$ cat config.mk
export PLATFORM = sky130hd
export DESIGN_NAME = pow_decoder_seq
export DESIGN_NICKNAME = d
export VERILOG_FILES = /design/src/rtl/pow_decoder_seq.sv
export SDC_FILE = /design/constraint.sdc
export NUM_CORES = 1
export LEC_CHECK = 0
export ABC_AREA = 1
export CAP_MARGIN = 20
export CORE_AREA = 3 3 51 53
export CTS_CLUSTER_SIZE = 20
export DETAILED_ROUTE_END_ITERATION = 10
export DIE_AREA = 0 0 54 56
export GPL_ROUTABILITY_DRIVEN = 0
export GPL_TIMING_DRIVEN = 0
export PLACE_DENSITY = 0.86
export SYNTH_ARGS = -nofsm -noshare
export SYNTH_HDL_FRONTEND = slang
export SYNTH_SLANG_ARGS = --single-unit
$ cat constraint.sdc
create_clock -name clk -period 2.9 [get_ports clk]
set_input_delay 0.435 -clock clk [delete_from_list [all_inputs] [get_ports clk]]
set_output_delay 0.435 -clock clk [all_outputs]
set_load 0.005 [all_outputs]
$ cat src/rtl/pow_decoder_seq.sv
// pow_decoder_seq: sequential exponent-to-one-hot decoder (2^in_pow).
// A WIDTH-bit register is seeded with 1 and shifted left once per clock,
// counted down from in_pow. Exponents that do not fit in WIDTH bits are
// flagged through out_err with an all-zero result.
//
//   state | meaning
//   ------+-----------------------------------------------------------
//   IDLE  | waiting for a request, in_ready high
//   SHIFT | shifting the one-hot bit towards position in_pow
//   DONE  | result presented with out_valid, held until out_ready
module pow_decoder_seq #(
    parameter int WIDTH = 8,
    parameter int EXP_W = 4
) (
    input  logic             clk,
    input  logic             rst_n,
    input  logic             in_valid,
    output logic             in_ready,
    input  logic [EXP_W-1:0] in_pow,
    output logic             out_valid,
    input  logic             out_ready,
    output logic [WIDTH-1:0] out_num,
    output logic             out_err
);

    localparam logic [1:0] IDLE  = 2'd0;
    localparam logic [1:0] SHIFT = 2'd1;
    localparam logic [1:0] DONE  = 2'd2;

    // One extra bit so WIDTH == 2**EXP_W is representable and the compare is exact.
    localparam logic [EXP_W:0] WIDTH_C = (EXP_W + 1)'(WIDTH);

    logic [1:0]       state;
    logic [WIDTH-1:0] shreg;
    logic [WIDTH-1:0] num_q;
    logic [EXP_W-1:0] cnt;
    logic             err;
    logic             err_q;
    logic             out_of_range;
    logic [WIDTH-1:0] shreg_next;

    assign out_of_range = ({1'b0, in_pow} >= WIDTH_C);
    assign shreg_next   = {shreg[WIDTH-2:0], 1'b0};

    assign in_ready  = (state == IDLE);
    assign out_valid = (state == DONE);
    assign out_num   = num_q;
    assign out_err   = err_q;

    // Handshake FSM, shifter, down-counter and the held output registers.
    always_ff @(posedge clk or negedge rst_n) begin
        if (!rst_n) begin
            state <= IDLE;
            shreg <= '0;
            cnt   <= '0;
            err   <= 1'b0;
            num_q <= '0;
            err_q <= 1'b0;
        end else begin
            case (state)
                IDLE: begin
                    if (in_valid) begin
                        if (out_of_range) begin
                            shreg <= '0;
                            err   <= 1'b1;
                            num_q <= '0;
                            err_q <= 1'b1;
                            state <= DONE;
                        end else if (in_pow == '0) begin
                            shreg <= WIDTH'(1);
                            err   <= 1'b0;
                            num_q <= WIDTH'(1);
                            err_q <= 1'b0;
                            state <= DONE;
                        end else begin
                            shreg <= WIDTH'(1);
                            cnt   <= in_pow;
                            err   <= 1'b0;
                            state <= SHIFT;
                        end
                    end
                end
                SHIFT: begin
                    shreg <= shreg_next;
                    cnt   <= cnt - EXP_W'(1);
                    // Outputs only change when a new result is published.
                    if (cnt == EXP_W'(1)) begin
                        num_q <= shreg_next;
                        err_q <= err;
                        state <= DONE;
                    end
                end
                DONE: begin
                    if (out_ready) begin
                        state <= IDLE;
                    end
                end
                default: begin
                    state <= IDLE;
                end
            endcase
        end
    end

endmodule

==> flow_summary.toml <==
[outcome]
outcome = "finished clean"

[timing]
finalCritPeriodShare_pct = 67.53
skew_ns = 0.002524
fmax_mhz = 510.6
fin_crit_ns = 1.958
setup_tns_ns = 0
finalSetupViolations = 0
slew_headroom_pct = 67.77
rsz0062_at_grt = "no"
worst_slew_pin_slew_ns = 0.4820
slew_violations = 0
hold_viol = 0

[power_and_ir_drop]
power.density_nw_per_um2 = 982.4
power_mw = 1.347
irDropWorstVdd_mv = 0.6541
leakagePower_nw = 0.6827

[detailed_routing]
drc = 0
drtIter0Drc = 26
drtPass1Iterations = 4
detail_route.wl_per_cell_um = 12.01
routed_via_density = 5.102
postRouteAntennaNets = 0
vias = 903
drt_wl_total_um = 2125

[logic_synthesis]
synth.largest_area_cell = "dfrtp_1"
synth_top_family_by_area = "simple AND/OR/NAND/NOR gates"
syn_avg_cell_area_sq_um = 8.838
synth_area_sq_um = 1114
synth-compound-area-share_pct = 9.663
synth_xor_xnor_area_share_pct = 0.7865
seq_area_frac_synth_pct = 51.69
synth_nets = 136
async_flop_share_pct = 100.0
yosysUniqueCellTypes = 20
synthAdderAreaFrac_pct = 2.247
synth-simple-area-share_pct = 27.64
ys_ff_latch = 23
synth_edf_count = 0
synth_top_area_share_pct = 51.69
syn_inst = 126
synthMuxAreaShare_pct = 0
synthFlopType = "dfrtp_1"
synthTopCellsByArea = "dfrtp_1, nand2_1, nand3_1"
ys.warnings.count = 0

[global_route]
grt_pass1_wl_um = 3560
grtUsageTotal_pct = 15.89
grt_pass1_vias = 831
grt-ovfl-total = 0
grt_max_degree = 24
antenna_found_initial = 0

[final_layout]
final-instance-count-excl-fill = 177
area_growth_syn_to_layout_pct = 23.15
final_nets = 160
drive_gt1_share_pct = 12.75
diodes = 0
fillerInstances = 169

[worst_setup_path]
worstSetupEndpointType = "output port"
crit_arrival_ns = 1.52
worstPathRequired_ns = 2.47
worstSetupStartpointType = "flop"
crit_chain = "nor2_4 > clkdlybuf4s50_1"
criticalPathCategory = "flop to output port"
crit_path_max_incr_delay_ns = 0.52
cp_max_fo = 6
crit_slowest_cell = "clkdlybuf4s50_1"

[cts]
hold_buffers = 0
clk_latency_ns = 0.32
cts_resized = 0
cts_tree = "yes"
cts.sinks = 23
path_clk_slew_ns = 0.13
cts_root_buf = "clkbuf_4"
post-cts-setup-buffers = 0
cts_buffers = 3
htree_levels = 1
clockBufferDepth = 2

[job]
cap_viol_max_count = 0

[worst_hold_path]
hp-class = "input port to asynchronous set/reset pin"

[die]
die_x_um = 54
start_util_pct = 50.83
die_area_sq_um = 3024
coreArea_sq_um = 2191
rows = 17
io_pins = 19
die_y_um = 56

[placed_design]
place_inst = 172
port_buffers = 18
dp_hpwl_um = 1577
-- per-layer routing --
| layer | routed length (um) | GRT usage (%) | share of wire [%] | up-vias |
|---|---|---|---|---|
| met1 | 891 | 19.21 | 42 | 415 |
| met3 | 140 | 6.434 | 6.6 | 6 |
| li1 | - | - | - | 450 |
| met5 | 0 | 0 | 0 | - |
| met2 | 1052 | 24.74 | 50 | 32 |
| met4 | 40 | 6.050 | 1.9 | 0 |
-- cell usage in the layout, fill, tap and decap left out --
cell	instances
a21oi_1	1
a21oi_4	1
buf_6	2
buf_8	1
clkbuf_4	3
clkdlybuf4s50_1	18
clkinv_2	1
dfrtp_1	23
ha_1	2
inv_1	14
inv_2	2
inv_4	1
nand2_1	34
nand2_2	2
nand2_4	3
nand3_1	15
nand3_4	1
nor2_1	8
nor2_4	1
o21ai_0	6
o21ai_1	2
o21ai_2	1
o22ai_1	6
xor2_1	1
-- worst max-delay path: cells and delay by family (launching register included) --
family | cells | cell delay, ns
AND/OR/NAND/NOR | 1 | 0.20
flip-flops | 1 | 0.48
buffers and inverters | 1 | 0.52
-- report_power, final --
| group | internal (mW) | switching, mW |
|---|---|---|
| clock | 0.0517 | 0.103 |
| combinational | 0.286 | 0.394 |
| sequential | 0.432 | 0.0812 |
-- logic make-up (layout without fill, tap and decap cells) --
logic type | Yosys count | count (layout)
buffers and inverters | 19 | 42
XOR/XNOR | 1 | 1
flip-flops | 23 | 23
adder cells (fa/ha/maj) | 2 | 2
AND/OR/NAND/NOR | 64 | 64
AO/OA/AOI/OAI | 17 | 17
-- final cells by class --
class	count	area, sq um	share of cell area, %
Sequential cell	23	575.6	41.97
Multi-Input combinational cell	84	449.2	32.76
Timing Repair Buffer	19	195.2	14.23
Inverter	17	66.31	4.836
Tap cell	28	35.03	2.555
Clock buffer	3	22.52	1.642
Buffer	2	22.52	1.642
Clock inverter	1	5.005	0.3650
-- through the flow --
step	setup slack, ns	util (%)	instance area (sq um)	hold slack, ns
after global placement	1.251	60.65	1329	0.4527
after floorplan	1.733	-	1114	0.1394
after detailed placement	1.218	60.65	1329	0.4570
final	0.9417	62.59	1371	0.4237
after global routing	0.8641	62.59	1371	0.4424
after CTS	0.9208	61.91	1356	0.4881
-- flip-flops by register name, indices dropped and copies added (netlist names) --
register	flops
cnt	4
err	1
out_err	1
out_num	8
shreg	7
state	2
-- cell usage after synthesis (2+ instances only) --
| library cell | count |
|---|---|
| dfrtp_1 | 23 |
| buf_6 | 2 |
| o22ai_1 | 6 |
| nand3_1 | 15 |
| ha_1 | 2 |
| nand2_2 | 2 |
| nand2_4 | 3 |
| inv_2 | 2 |
| nand2_1 | 34 |
| nor2_1 | 8 |
| inv_1 | 14 |
| o21ai_0 | 6 |
| o21ai_1 | 2 |
-- final timing paths --
kind,startpoint,cells after the start,slack [ns],to
max in group asynchronous,rst_n,2,2.02,cnt[3]
hold reg to reg,out_err,2,0.49,out_err
setup / recovery,state[0],2,0.94,in_ready
hold / removal,rst_n,1,0.42,out_num[6]
setup reg to reg,cnt[1],7,1.58,out_num[0]
min in group clk,out_err,2,0.49,out_err
No activity file was read; power rests on OpenSTA's default activity.
